==> config.mk <==
export PLATFORM = sky130hd
export DESIGN_NAME = dtg_sync_gen_flat
export DESIGN_NICKNAME = d
export VERILOG_FILES = /design/src/rtl/dtg_sync_gen_if.sv /design/src/rtl/dtg_sync_gen.sv /design/src/flat_wrapper.sv
export SDC_FILE = /design/constraint.sdc
export NUM_CORES = 1
export LEC_CHECK = 0
export CAP_MARGIN = 5
export CORE_MARGIN = 4
export CORE_UTILIZATION = 49
export DETAILED_ROUTE_END_ITERATION = 8
export GPL_ROUTABILITY_DRIVEN = 0
export PLACE_DENSITY = 0.83
export SYNTH_ARGS = -nofsm -noshare
export SYNTH_HDL_FRONTEND = slang
export SYNTH_SLANG_ARGS = --single-unit
==> constraint.sdc <==
create_clock -name clk -period 2.8 [get_ports clk]
set_clock_uncertainty 0.05 [all_clocks]
set_input_delay 0.42 -clock clk [delete_from_list [all_inputs] [get_ports clk]]
set_output_delay 0.42 -clock clk [all_outputs]
set_load 0.01 [all_outputs]
==> src/rtl/dtg_sync_gen_if.sv <==
// Pixel-position and sync bus driven by the display timing generator.
// frameTick is present only when DTG_FRAME_TICK_EN is defined.
interface dtg_sync_gen_if;
    logic [9:0] pixCol;
    logic [9:0] pixRow;
    logic       hSync;
    logic       vSync;
    logic       videoOn;
`ifdef DTG_FRAME_TICK_EN
    logic       frameTick;

    modport master (output pixCol, pixRow, hSync, vSync, videoOn, frameTick);
    modport slave  (input  pixCol, pixRow, hSync, vSync, videoOn, frameTick);
`else
    modport master (output pixCol, pixRow, hSync, vSync, videoOn);
    modport slave  (input  pixCol, pixRow, hSync, vSync, videoOn);
`endif
endinterface

==> src/rtl/dtg_sync_gen.sv <==
// VGA display timing generator: free-running pixel/line counters plus delayed sync/videoOn.
// Optional DTG_FRAME_TICK_EN adds a one-cycle frameTick at the start of vertical blank.
module dtg_sync_gen #(
    parameter int unsigned H_VIS    = 640,
    parameter int unsigned H_FP     = 16,
    parameter int unsigned H_SYNC   = 96,
    parameter int unsigned H_BP     = 48,
    parameter int unsigned V_VIS    = 480,
    parameter int unsigned V_FP     = 10,
    parameter int unsigned V_SYNC   = 2,
    parameter int unsigned V_BP     = 33,
    parameter bit          SYNC_POL = 1'b0,
    parameter int unsigned PIPE_DLY = 2
) (
    input logic            clk,
    input logic            reset,
    dtg_sync_gen_if.master vid
);

    localparam int unsigned H_TOT    = H_VIS + H_FP + H_SYNC + H_BP;
    localparam int unsigned V_TOT    = V_VIS + V_FP + V_SYNC + V_BP;
    localparam int unsigned HS_START = H_VIS + H_FP;
    localparam int unsigned HS_END   = H_VIS + H_FP + H_SYNC;
    localparam int unsigned VS_START = V_VIS + V_FP;
    localparam int unsigned VS_END   = V_VIS + V_FP + V_SYNC;

    if (H_TOT > 1024 || V_TOT > 1024) begin : gBadTotals
        $error("dtg_sync_gen: H_TOT and V_TOT must fit 10-bit counters");
    end
    if (PIPE_DLY > 4) begin : gBadDelay
        $error("dtg_sync_gen: PIPE_DLY must be in 0..4");
    end

    localparam logic [9:0] H_LAST = 10'(H_TOT - 1);
    localparam logic [9:0] V_LAST = 10'(V_TOT - 1);

    // Delay-line word layout: {hSync, vSync, videoOn}.
    localparam logic [2:0] IDLE_BITS = {~SYNC_POL, ~SYNC_POL, 1'b0};

    logic [9:0] colQ;
    logic [9:0] rowQ;

    always_ff @(posedge clk or negedge reset) begin
        if (!reset) begin
            colQ <= '0;
            rowQ <= '0;
        end else if (colQ == H_LAST) begin
            colQ <= '0;
            rowQ <= (rowQ == V_LAST) ? '0 : rowQ + 10'd1;
        end else begin
            colQ <= colQ + 10'd1;
        end
    end

    logic       hSRaw;
    logic       vSRaw;
    logic       voRaw;
    logic [2:0] rawBits;
    logic [2:0] dlyOut;

    always_comb begin
        hSRaw = (32'(colQ) >= HS_START && 32'(colQ) < HS_END) ? SYNC_POL : ~SYNC_POL;
        vSRaw = (32'(rowQ) >= VS_START && 32'(rowQ) < VS_END) ? SYNC_POL : ~SYNC_POL;
        voRaw = (32'(colQ) < H_VIS) && (32'(rowQ) < V_VIS);
        rawBits = {hSRaw, vSRaw, voRaw};
    end

    if (PIPE_DLY == 0) begin : gNoDly
        // Counters sit at (0,0) in reset, which decodes as visible; force idle instead.
        assign dlyOut = reset ? rawBits : IDLE_BITS;
    end else begin : gDly
        logic [2:0] stageQ [PIPE_DLY];

        always_ff @(posedge clk or negedge reset) begin
            if (!reset) begin
                for (int unsigned i = 0; i < PIPE_DLY; i++) begin
                    stageQ[i] <= IDLE_BITS;
                end
            end else begin
                stageQ[0] <= rawBits;
                for (int unsigned i = 1; i < PIPE_DLY; i++) begin
                    stageQ[i] <= stageQ[i-1];
                end
            end
        end

        assign dlyOut = stageQ[PIPE_DLY-1];
    end

    assign vid.pixCol  = colQ;
    assign vid.pixRow  = rowQ;
    assign vid.hSync   = dlyOut[2];
    assign vid.vSync   = dlyOut[1];
    assign vid.videoOn = dlyOut[0];

`ifdef DTG_FRAME_TICK_EN
    localparam logic [9:0] V_VIS_L = 10'(V_VIS);

    assign vid.frameTick = (colQ == 10'd0) && (rowQ == V_VIS_L);
`endif

endmodule

==> src/flat_wrapper.sv <==
// flat-port wrapper written by rule: the top's interface ports become plain ports
module dtg_sync_gen_flat 
#(
    parameter int unsigned H_VIS    = 640,
    parameter int unsigned H_FP     = 16,
    parameter int unsigned H_SYNC   = 96,
    parameter int unsigned H_BP     = 48,
    parameter int unsigned V_VIS    = 480,
    parameter int unsigned V_FP     = 10,
    parameter int unsigned V_SYNC   = 2,
    parameter int unsigned V_BP     = 33,
    parameter bit          SYNC_POL = 1'b0,
    parameter int unsigned PIPE_DLY = 2
)
  (clk, reset, vid_pixCol, vid_pixRow, vid_hSync, vid_vSync, vid_videoOn);
  dtg_sync_gen_if vid_i ();
  input logic clk;
  input logic reset;
  output wire logic [$bits(vid_i.pixCol)-1:0] vid_pixCol;
  output wire logic [$bits(vid_i.pixRow)-1:0] vid_pixRow;
  output wire logic [$bits(vid_i.hSync)-1:0] vid_hSync;
  output wire logic [$bits(vid_i.vSync)-1:0] vid_vSync;
  output wire logic [$bits(vid_i.videoOn)-1:0] vid_videoOn;
  assign vid_pixCol = vid_i.pixCol;
  assign vid_pixRow = vid_i.pixRow;
  assign vid_hSync = vid_i.hSync;
  assign vid_vSync = vid_i.vSync;
  assign vid_videoOn = vid_i.videoOn;
  dtg_sync_gen #(.H_VIS(H_VIS), .H_FP(H_FP), .H_SYNC(H_SYNC), .H_BP(H_BP), .V_VIS(V_VIS), .V_FP(V_FP), .V_SYNC(V_SYNC), .V_BP(V_BP), .SYNC_POL(SYNC_POL), .PIPE_DLY(PIPE_DLY)) u_core (.clk(clk), .reset(reset), .vid(vid_i));
endmodule
-- Word-level counts from Yosys, hierarchy flattened
Cells that the tools add are included.
- $mul: 0
- div/mod/pow operators: 0
- reduce and logical (&&, ||, !) cells: 3
- add/subtract/negate cells: 2
- bitwise operators: 0
- magnitude comparators: 6
- multiplexer cells: 4
- equal/unequal tests: 2
- shift-type cells: 0
- operator list (kind ; number):
    $add 10x1->10 const B ; 2
    $eq 10x10->1 const B ; 2
    $lt 10x10->1 const B ; 2
    $lt 10x9->1 const B ; 2
    $mux 10 ; 2
    $ge 10x10->1 const B ; 1
    $ge 10x9->1 const B ; 1
    $logic_and 1x1->1 ; 3
    $mux 1 ; 2
- word-level logic and storage cells: 21
- latch bits: 0
- output and inout bits: 23
- RAM bits: 0
- bits in registers: 26
- memories kept: 0
- input port bits: 2
- ROM bits: 0

-- Logic depth before layout (Yosys ltp)
- depth in word-level cells: 3
- gate-level depth with buffers: 6
- depth with buffers taken out: 6

-- Worst setup path before layout
OpenSTA, ideal clock, no wires.
- path type: reg2reg
- from: reg u_core.colQ[5], in the netlist u_core.vid.pixCol[5]
- to: reg u_core.rowQ[9], in the netlist u_core.vid.pixRow[9]
- period minus slack after synthesis: 2.216 ns
- arrival time: 2.088 ns
- setup slack: 0.584 ns
- path buffers: 1
- library setup time: 0.078 ns
- cell stages (with the launch flop): 6
- data required time: 2.672 ns
- path through: dfrtp_1 > or4b_1 > clkbuf_2 > or4_4 > or3_1 > a21oi_1
- longest elaborated chain between the ends: 1
- ends and longest elaborated chain (what ; RTL line ; source):
    start, declared ; dtg_sync_gen.sv:40 ; logic [9:0] colQ;
    start signal, assigned ; dtg_sync_gen.sv:51 ; colQ <= colQ + 10'd1;
    $eq 10x10->1 ; dtg_sync_gen.sv:47 ; end else if (colQ == H_LAST) begin
    end signal, assigned ; dtg_sync_gen.sv:49 ; rowQ <= (rowQ == V_LAST) ? '0 : rowQ + 10'd1;
    end, declared ; dtg_sync_gen.sv:41 ; logic [9:0] rowQ;
Every way passes these cells.
A chain may end at the register's enable or synchronous reset.

-- Worst setup path in the final report
Same ends and word-level chain as after synthesis.

==> summary.txt <==
Timing
  • Period utilization: 82.6%
  • Minimum clock period: 2.31 ns
  • Setup_tns: 0 ns
  • Final hold vios: 0
  • Peak Freq: 0.432 GHz
  • Fin. max-slew vios: 0
  • Slew headroom: 55.9%
  • Slew at the pin with the worst max-slew slack: 0.655 ns
  • Final Setup Violations: 0
  • RSZ-0062 raised after global routing: no

Die
  • Die Span Y: 57.3 um
  • Initial Util: 52.9%
  • Die X: 57.3 um
  • Core Box Area: 2250 sq um
  • # IOs: 25
  • Die area: 3290 sq um
  • Row count: 17

Power and ir drop
  • Leak Pwr: 0.000647 uW
  • Pwr dens: 422 nW/um^2
  • Max VDD drop: 0.319 mV

CTS
  • Cts hold-fix bufs: 0
  • CTS H-tree lvls: 1
  • Post-CTS Setup Bufs: 0
  • Num CTS Buffers: 3
  • Reg clk slew, reported paths: 0.15 ns
  • Post-cts gate resize count: 0
  • Root Driver: clkbuf_4
  • Clock latency on the worst-skew pair: 0.32 ns
  • Clk sinks: 26
  • TritonCTS clock tree: built
  • Max Root-Sink Buffers: 2

Setup path
  • CP Launch Type: flip-flop
  • CP Cell Sequence: or4b_1 -> or4_4 -> or3_1 -> a21oi_1
  • Max incr delay on CP: 0.68 ns
  • FF-to-FF End: u_core.vid.pixRow[9]
  • Critical Path End: u_core.vid.pixRow[9]
  • Worst R2R Setup Slack: 0.49 ns
  • RR Startpoint: u_core.vid.pixCol[5]
  • WP depth: 4
  • Worst Reg-to-Reg Cells: 4
  • Critical-path maximum fanout: 7
  • CP arrival: 2.52 ns
  • Cell class contributing the biggest share of worst-path delay: simple AND/OR/NAND/NOR gates
  • Worst Path Required: 3.01 ns
  • CP startpoint: u_core.vid.pixCol[5]
  • Crit-path slowest cell: or4b_1
  • Crit Path Category: reg2reg
  • CP Buf/Inv Count: 0
  • Worst setup EP type: flip-flop

Synthesis
  • Mapped Area: 1190 sq um
  • Register bit count reported by yosys: 26
  • Synth Net Count: 119
  • Largest area contributor in the netlist: dfrtp_1
  • Post-synth top area share: 46.2%
  • Post-Syn Instances: 113
  • Sequential share of the synthesized area: 55.0%
  • Syn. warnings: 0
  • Mean post-synth cell area: 10.6 sq um
  • Primary FF master, synth: dfrtp_1
  • Commonest cells post-synth: 22 x dfrtp_1, 11 x nor2_1, 10 x nand3_1, 8 x xnor2_1
  • Number of synthesized flops with an enable pin: 0
  • Dominant cells by area after synthesis: dfrtp_1 46%, dfstp_2 8.8%, xnor2_1 5.9%
  • Asr flop ratio synth: 100%
  • Distinct cells, synth: 28
  • Top-count cell post-synth: dfrtp_1

Status
  • Outcome: finished, final reports clean

Detailed routing
  • Post-route ant nets: 0
  • TritonRoute pass-1 iters: 4
  • Drt drc: 0
  • DR vias/cell: 5.35
  • Total Wirelength: 2360 um
  • Drt wl/cell: 14.1 um
  • Initial drt markers: 32
  • Vias post-DR: 898

Cells and area
  • Multi-input logic area: 498 sq um
  • Final core occ: 67.4%
  • Share of layout cells above drive strength 1: 7.86%
  • Syn-to-layout area delta: 27.4%
  • Final non-filler cell area: 1520 sq um
  • Diodes inserted: 0
  • FILL cells: 183
  • Register area: 656 sq um
  • Layout Nets: 147

Placement
  • IO buf count: 24
  • Placed cell area: 1470 sq um
  • Hpwl dp: 1740 um

Global route
  • Overall routing resource usage: 15.9%
  • Largest net degree at the start of global routing: 27
  • Number of global-route vias before repair: 847
  • Antenna violations before repair: 0
  • Total gr overflow: 0
  • Wire length of the first global-routing pass: 4110 um

Min path
  • Class of the worst hold path: reg2reg

Flow run
  • Max_cap viols: 0
==> placed cells by master, fill, tap and decap left out <==
| master | instances |
|---|---|
| a22o_1 | 1 |
| dfstp_2 | 4 |
| a21oi_1 | 1 |
| or3_1 | 1 |
| buf_4 | 2 |
| nor4_1 | 4 |
| clkdlybuf4s50_1 | 24 |
| o21ai_0 | 5 |
| or4b_1 | 1 |
| bufinv_16 | 1 |
| clkbuf_4 | 3 |
| nand3_1 | 10 |
| nand4_1 | 5 |
| nor4b_1 | 1 |
| and2_1 | 1 |
| nor2_1 | 11 |
| xnor2_1 | 8 |
| ha_1 | 4 |
| xor2_1 | 5 |
| nor4bb_1 | 1 |
| inv_1 | 6 |
| o31ai_1 | 1 |
| and3_1 | 2 |
| nor2b_1 | 2 |
| or4_4 | 1 |
| nand2_1 | 6 |
| nor3_1 | 5 |
| o21a_1 | 2 |
| dfrtp_1 | 22 |
==> worst min path at each step <==
stage	start	endpoint	slack (ns)	depth (start not counted)
floorplan	reset	u_core.dlyOut[0]	0.07	0
global placement	u_core.gDly.stageQ[3]	u_core.dlyOut[0]	0.29	0
detailed placement	u_core.gDly.stageQ[5]	u_core.dlyOut[2]	0.30	0
CTS	u_core.gDly.stageQ[5]	u_core.dlyOut[2]	0.32	0
global route	u_core.gDly.stageQ[4]	u_core.dlyOut[1]	0.32	0
finish	u_core.gDly.stageQ[5]	u_core.dlyOut[2]	0.32	0
==> stage by stage <==
| step | worst slack (ns) | hold WS, ns | power [uW] | std cells |
|---|---|---|---|---|
| global placement | 0.591 | 0.286 | 392 | 164 |
| floorplan | 0.584 | 0.0744 | 383 | 113 |
| CTS | 0.518 | 0.316 | 642 | 168 |
| finish | 0.488 | 0.315 | 641 | 168 |
| detailed placement | 0.524 | 0.297 | 392 | 164 |
| global route | 0.422 | 0.321 | 664 | 168 |
==> worst reg2reg max path: cells and delay by family (launching register included) <==
kind            cells  cell delay (ns)
simple gates        3             1.58
flops               1             0.48
compound gates      1             0.15
==> sequential cells by signal, indices dropped and copies added (netlist names) <==
register / cells
u_core.vid.pixCol: 10
u_core.vid.pixRow: 10
u_core.dlyOut: 3
u_core.gDly.stageQ: 3
==> cells by family (layout without fill, tap and decap cells) <==
group / after synthesis / in the layout / share of synthesized area (%)
xor+xnor: 13 / 13 / 9.55
flops: 26 / 26 / 55.0
simple gates: 51 / 51 / 22.9
compound gates: 10 / 10 / 5.14
fa+ha+maj: 4 / 4 / 4.20
buf+inv: 9 / 36 / 3.25
==> power breakdown <==
group          leakage, uW  internal (uW)  switching (uW)
Sequential        0.000325            376               0
Combinational     0.000294           2.14            6.78
Clock            0.0000279            145             112
==> area by class of cell <==
| class | count | share of cell area, % |
|---|---|---|
| clock buffer | 3 | 1.48 |
| clock inverter | 1 | 1.98 |
| inverter | 6 | 1.48 |
| multi-input combinational | 78 | 32.8 |
| sequential | 26 | 43.2 |
| tap | 28 | 2.31 |
| timing repair buffer | 26 | 16.8 |
==> layer usage <==
metal  up-vias  track usage [%]  part of all wire (%)
li1        443                -                     -
met1       420             23.1                    46
met2        31             24.8                    47
met3         4             3.62                   5.6
met4         0             2.98                   1.4
met5         -                0                     0
No activity file was read; power rests on OpenSTA's default activity.
